File: config.mk
export PLATFORM = sky130hd
export DESIGN_NAME = alu_64
export DESIGN_NICKNAME = d
export VERILOG_FILES = /design/src/rtl/alu_64_pkg.sv /design/src/rtl/alu_64_addsub.sv /design/src/rtl/alu_64.sv
export SDC_FILE = /design/constraint.sdc
export NUM_CORES = 1
export LEC_CHECK = 0
export ABC_AREA = 0
export CORE_AREA = 2 2 128 130
export DETAILED_ROUTE_END_ITERATION = 8
export DIE_AREA = 0 0 130 132
export DONT_BUFFER_PORTS = 1
export GPL_ROUTABILITY_DRIVEN = 0
export PLACE_DENSITY_LB_ADDON = 0.15
export SLEW_MARGIN = 40
export SYNTH_ARGS = -nofsm -noshare
export SYNTH_HDL_FRONTEND = slang
export SYNTH_HIERARCHICAL = 1
export SYNTH_SLANG_ARGS = --single-unit
File: constraint.sdc
create_clock -name clk -period 7.4 [get_ports clk]
set_clock_uncertainty 0.15 [all_clocks]
set_input_delay 1.48 -clock clk [delete_from_list [all_inputs] [get_ports clk]]
set_output_delay 1.48 -clock clk [all_outputs]
set_load 0.01 [all_outputs]
File: src/rtl/alu_64_pkg.sv
// Shared constants for the Y86-64 execute-stage ALU: datapath width and opcode encodings.
package alu_64_pkg;

  localparam int WORD_W = 64;

  localparam logic [1:0] ALU_ADD = 2'b00;
  localparam logic [1:0] ALU_SUB = 2'b01;
  localparam logic [1:0] ALU_AND = 2'b10;
  localparam logic [1:0] ALU_XOR = 2'b11;

endpackage

File: src/rtl/alu_64_addsub.sv
// 64-bit two's-complement adder/subtractor with signed overflow.
// Subtraction is computed as a + ~b + 1; the carry-out is discarded.
module alu_64_addsub
  import alu_64_pkg::*;
(
  input  logic [WORD_W-1:0] a,
  input  logic [WORD_W-1:0] b,
  input  logic              sub,
  output logic [WORD_W-1:0] sum,
  output logic              ovf
);

  logic [WORD_W-1:0] b_eff;

  assign b_eff = sub ? ~b : b;
  assign sum   = a + b_eff + {{(WORD_W-1){1'b0}}, sub};
  // Operands of equal sign (after inversion) producing a result of the other sign.
  assign ovf   = (a[WORD_W-1] == b_eff[WORD_W-1]) && (sum[WORD_W-1] != a[WORD_W-1]);

endmodule

File: src/rtl/alu_64.sv
// Combinational 64-bit ALU for the execute stage with a registered condition-code
// holding register (zero/sign/overflow) updated when cc_en is set.
module alu_64
  import alu_64_pkg::*;
(
  input  logic              clk,
  input  logic              rst_n,
  input  logic [1:0]        Ctrl,
  input  logic [WORD_W-1:0] A,
  input  logic [WORD_W-1:0] B,
  input  logic              cc_en,
  output logic [WORD_W-1:0] O,
  output logic              OF,
  output logic              zf_q,
  output logic              sf_q,
  output logic              of_q
);

  logic [WORD_W-1:0] arith_sum;
  logic              arith_ovf;
  logic              zf;
  logic              sf;

  alu_64_addsub u_addsub (
    .a   (A),
    .b   (B),
    .sub (Ctrl == ALU_SUB),
    .sum (arith_sum),
    .ovf (arith_ovf)
  );

  always_comb begin
    O  = '0;
    OF = 1'b0;
    case (Ctrl)
      ALU_ADD,
      ALU_SUB: begin
        O  = arith_sum;
        OF = arith_ovf;
      end
      ALU_AND: O = A & B;
      ALU_XOR: O = A ^ B;
      default: begin
        O  = '0;
        OF = 1'b0;
      end
    endcase
  end

  assign zf = (O == '0);
  assign sf = O[WORD_W-1];

  always_ff @(posedge clk or negedge rst_n) begin
    if (!rst_n) begin
      zf_q <= 1'b0;
      sf_q <= 1'b0;
      of_q <= 1'b0;
    end else if (cc_en) begin
      zf_q <= zf;
      sf_q <= sf;
      of_q <= OF;
    end
  end

endmodule

# Yosys cells after proc, flatten, opt, wreduce, memory -nomap -nowiden
# Cells that the tools add are included.
[op_classes] n_addsub=2 order_cmp=0 n_reduce_logical=4 shift=0 mux=3 bitwise_logic=3 n_div=0 eq_ne=5 mul=0
[ops] cell="$pmux 64 s3" n=1
[ops] cell="$add 64x1->64" n=1
[ops] cell="$add 64x64->64" n=1
[ops] cell="$and 64x64->64" n=1
[ops] cell="$logic_not 64->1" n=1
[ops] cell="$mux 64" n=1
[ops] cell="$not 64->64" n=1
[ops] cell="$xor 64x64->64" n=1
[ops] cell="$eq 2x2->1 const B" n=2
[ops] cell="$eq 2x1->1 const B" n=1
[ops] cell="$logic_not 2->1" n=1
[ops] cell="$reduce_or 2->1" n=1
[ops] cell="$eq 1x1->1" n=1
[ops] cell="$logic_and 1x1->1" n=1
[ops] cell="$mux 1" n=1
[ops] cell="$ne 1x1->1" n=1
[word_totals] elab_cells=20 mem_bits_rw=0 regBits=3 mem_bits_ro=0 latchBits=0 output_inout_bits=68 mem_count=0

# Longest topological paths before layout
[depth] ltp_word=7 mapped_depth=24 ltp_nobuf=19

# By module
# Netlist, hierarchy kept.
[modules_own_cells] mod="alu_64_addsub" cells_each=662 instances=1 area_each_um2=4543.1
[modules_own_cells] mod="alu_64" cells_each=309 instances=1 area_each_um2=2401.1

# Worst setup path after synthesis
# OpenSTA, ideal clock, no wires.
[synth_path] path_kind="input to output" from="input Ctrl[0]" to="output O[63]" stages=18 path_buffers=4 path_slack_ns=0.266 arrival_ns=5.504 t_required_ns=5.770 cell_sequence="buf_6 buf_2 nor2b_1 buf_2 buf_1 xor2_1 ha_1 a21o_1 a221o_1 a21o_1 a31o_4 a31oi_4 o32ai_1 or4_1 a31oi_2 xnor2_1 nor2_1 a21oi_1"
[synth_between] elab_chain_cells=5 elab_cells_between_ends=9
[synth_rtl] element="from (decl)" line_no="alu_64.sv:8" text="input logic [1:0] Ctrl,"
[synth_rtl] element="$eq 2x1->1 *" line_no="alu_64.sv:27" text=".sub (Ctrl == ALU_SUB),"
[synth_rtl] element="$mux 64" line_no="alu_64_addsub.sv:15" text="assign b_eff = sub ? ~b : b;"
[synth_rtl] element="$add 64x64->64" line_no="alu_64_addsub.sv:16" text="assign sum = a + b_eff + {{(WORD_W-1){1'b0}}, sub};"
[synth_rtl] element="$add 64x1->64 *" line_no="alu_64_addsub.sv:16"
[synth_rtl] element="via arith_sum[63]" line_no="alu_64.sv:19" text="logic [WORD_W-1:0] arith_sum;"
[synth_rtl] element="$pmux 64 s3 *" line_no="alu_64.sv:35" text="case (Ctrl)"
[synth_rtl] element="to (decl)" line_no="alu_64.sv:12" text="output logic [WORD_W-1:0] O,"
# Mark *: on every way through the listed nets, which the timed path passes. The rest lies on a longest branch.

# Final worst setup path
[layout_path] from="input Ctrl[0]" to="output O[62]"
# Same word-level chain as after synthesis.

==> summary.txt <==
Placement
  – Post-DP HPWL: 18600 um
  – IO Port Bufs: 0
  – Placed Area: 0.00704 mm2
  – Placed insts: 1144
  – Pre-CTS setup slack: 0.443 ns

Clock network
  – CTS max path bufs: 2
  – TritonCTS clock tree: yes
  – Clk sinks: 3
  – Setup Fix Bufs, Post-CTS: 0
  – Reg clk slew, reported paths: 0.03 ns
  – Root Buffer: clkbuf_16
  – Worst-Skew Late Latency: 0.22 ns
  – Post-CTS resize count: 0
  – Clock buffer count from CTS: 3
  – # hold bufs at CTS: 0
  – H-tree levels: 1

GRT
  – Global-route wire length before repair: 35200 um
  – Vias in the first global route: 6725
  – Largest net degree at the start of global routing: 131
  – Remaining Overflow, GRT: 0
  – Antenna violations before repair: 0
  – GRT Util Overall: 24.8%

Detailed routing
  – Post-Route WL: 22100 um
  – Avg Vias per Cell: 6.03
  – 1st-pass router iterations: 5
  – DR iter-0 viols: 401
  – DR vias: 6920
  – Final ANT Viol Nets: 0
  – # DRC: 0
  – Mean routed wirelength per cell: 19.3 um

Worst setup path
  – Element type at the critical path start: input port
  – Slowest-stage cell, CP: a31oi_1
  – FF-to-FF End: zf_q$_DFFE_PN0P_
  – Worst Setup End Kind: output pin
  – Kind of critical path: input port to output pin
  – FF-to-FF setup slack: 6.40 ns
  – Worst path cell trace: nor2b_4 > buf_12 > xor2_1 > ha_1 > nand2_1 > o21ai_0 > o21bai_1 > a211oi_1 > a31oi_1 > a31oi_1 > a31oi_1 > a311oi_1 > xor2_1 > nor2_1 > a21oi_1
  – R2R Path Start: zf_q$_DFFE_PN0P_
  – Peak fanout along the critical path: 65
  – Critical Path RT: 5.77 ns
  – Critical Path AT: 5.41 ns
  – Critical Path Max Stage Delay: 0.50 ns
  – Crit path top cell by count: a31oi_1
  – Reg2reg path depth: 1

Power and ir drop
  – Pwr Total: 0.944 mW
  – Pleak: 3.28 nW
  – Pwr Density: 133 mW/mm2
  – VDD IR max: 0.134 mV

Synth
  – Post-synthesis sequential area ratio: 1.08%
  – Synth top cells by count: a21oi_1, ha_1, nor2_1, xor2_1, mux2i_1
  – Most used DFF post-synth: dfrtp_1
  – Mapped cell area: 0.00694 mm2
  – XOR/XNOR Fraction of Synth Area: 15.5%
  – Syn_nets: 1231
  – Average cell area after synthesis: 7.15 um2
  – Top cell type's share of synthesized area: 22.7%
  – Ys async rst share: 100%
  – Number of flops mapped to enable cells by yosys: 0
  – Compound-Gate Fraction of Synth Area: 26.9%
  – Post-synthesis mux area share: 9.84%
  – Most common cell in the netlist: a21oi_1
  – Largest family of logic cells by synthesized area: compound AO/OA/AOI/OAI gates
  – Synth warn: 6
  – Synthesized-area fraction occupied by and/or/nand/nor cells: 18.8%
  – Leading post-synthesis cells by cell area: ha_1, xor2_1, a21oi_1
  – Yosys top cell by area: ha_1
  – Cell variety after synth: 67
  – FF+latch count, synth: 3
  – Post-Synth Adder-Cell Area: 23.0%
  – Syn Inst Count: 971

Timing
  – Slew headroom: 45.8%
  – Unrepaired setup endpoints after global routing: no
  – Final Critical Period: 7.04 ns
  – Maximum clock rate: 142 MHz
  – Setup ws final: 0.363 ns
  – Final setup fails: 0
  – Fin crit share: 95.1%
  – Setup tns final: 0 ns
  – Slew at the pin closest to its max-slew limit: 0.806 ns
  – Final Hold Fails: 0
  – Slew Viols, Final: 0

Floorplan
  – Die ar.: 0.0172 mm2
  – # IOs: 201
  – Placeable Area: 0.0157 mm2
  – Die Y: 132 um
  – Die X: 130 um
  – Num rows: 46
  – Initial Util: 44.2%

Hold path
  – Min-Delay Path Class: register to register
  – WHS Endpoint: sf_q$_DFFE_PN0P_
  – Cells on Worst Hold Path: 1
  – Hold Crit Start: sf_q$_DFFE_PN0P_

Run status
  – Status: finished, final reports clean

Cells and area
  – Nets: 1193
  – Area of the multi-input gates: 0.00654 mm2
  – Finished Layout Cells: 1148
  – Finished Cell Area: 0.00713 mm2
  – Share of cells above drive strength 1: 2.79%
  – Reg area: 75.1 um2
  – Layout area overhead: 2.63%
  – Fill cells: 1691
  – Diode count: 0

Job
  – Max-cap violations: 0
## registers in the layout, indices dropped and copies added, names as in the netlist
register / count
sf_q: 1
of_q: 1
zf_q: 1
## cell usage in the layout, fill, tap and decap left out, types with 22 or more instances in the layout
master / instances
nand4_1: 22
nor2_1: 111
o21ai_0: 38
mux2i_1: 66
ha_1: 126
xnor2_1: 37
a21oi_1: 144
a21o_1: 31
inv_1: 27
nand2_1: 49
xor2_1: 86
nor4_1: 22
## layer usage
layer | vias to the layer above | track usage [%] | share of wire, %
met1 | 3164 | 34.0 | 45
met4 | 0 | 2.63 | 1.1
met2 | 224 | 42.2 | 47
met5 | - | 0 | 0
met3 | 16 | 3.69 | 7.0
li1 | 3516 | - | -
## cells by family after synthesis
logic type      count (synthesis)
flops                           3
compound gates                301
xor+xnor                      123
simple gates                  274
mux                            68
buf+inv                        75
fa+ha+maj                     127
## metrics by stage
step	hold WS [ns]	utilization, %
floorplan	0.396	-
global placement	0.432	44.8
detailed placement	0.428	44.8
CTS	0.435	45.3
global route	0.446	45.4
finish	0.432	45.4
## report_power, final
part / leakage, nW / internal [mW] / switching, mW / total (mW)
Combinational: 3.20 / 0.319 / 0.518 / 0.838
Clock: 0.0382 / 0.0711 / 0.0150 / 0.0862
Sequential: 0.0390 / 0.0184 / 0.00217 / 0.0205
## worst max path at each step
stage,startpoint,to,slack (ns),cells after the start
4_1_cts,Ctrl[0],O[62],0.40,15
5_1_grt,Ctrl[1],O[62],0.05,15
3_5_place_dp,Ctrl[0],O[62],0.44,15
2_1_floorplan,Ctrl[0],O[63],0.27,18
3_3_place_gp,Ctrl[0],O[62],0.48,15
6_report,Ctrl[0],O[62],0.36,15
## worst max-delay path, delay by kind of cell
family	cells	cell delay, ns
buffers and inverters	1	0.26
AOI/OAI and AO/OA	8	2.46
xor gates and xnor gates	2	0.31
and+or+nand+nor	3	0.41
adders and majority gates	1	0.41
## cell type report
cell class | instances | share of cell area [%]
clock buffer | 4 | 1.11
inverter | 27 | 1.42
tap | 216 | 3.79
timing repair buffer | 5 | 0.878
sequential | 3 | 1.05
multi-input combinational | 893 | 91.7
Note: power is estimated with default switching activity, not from simulation.
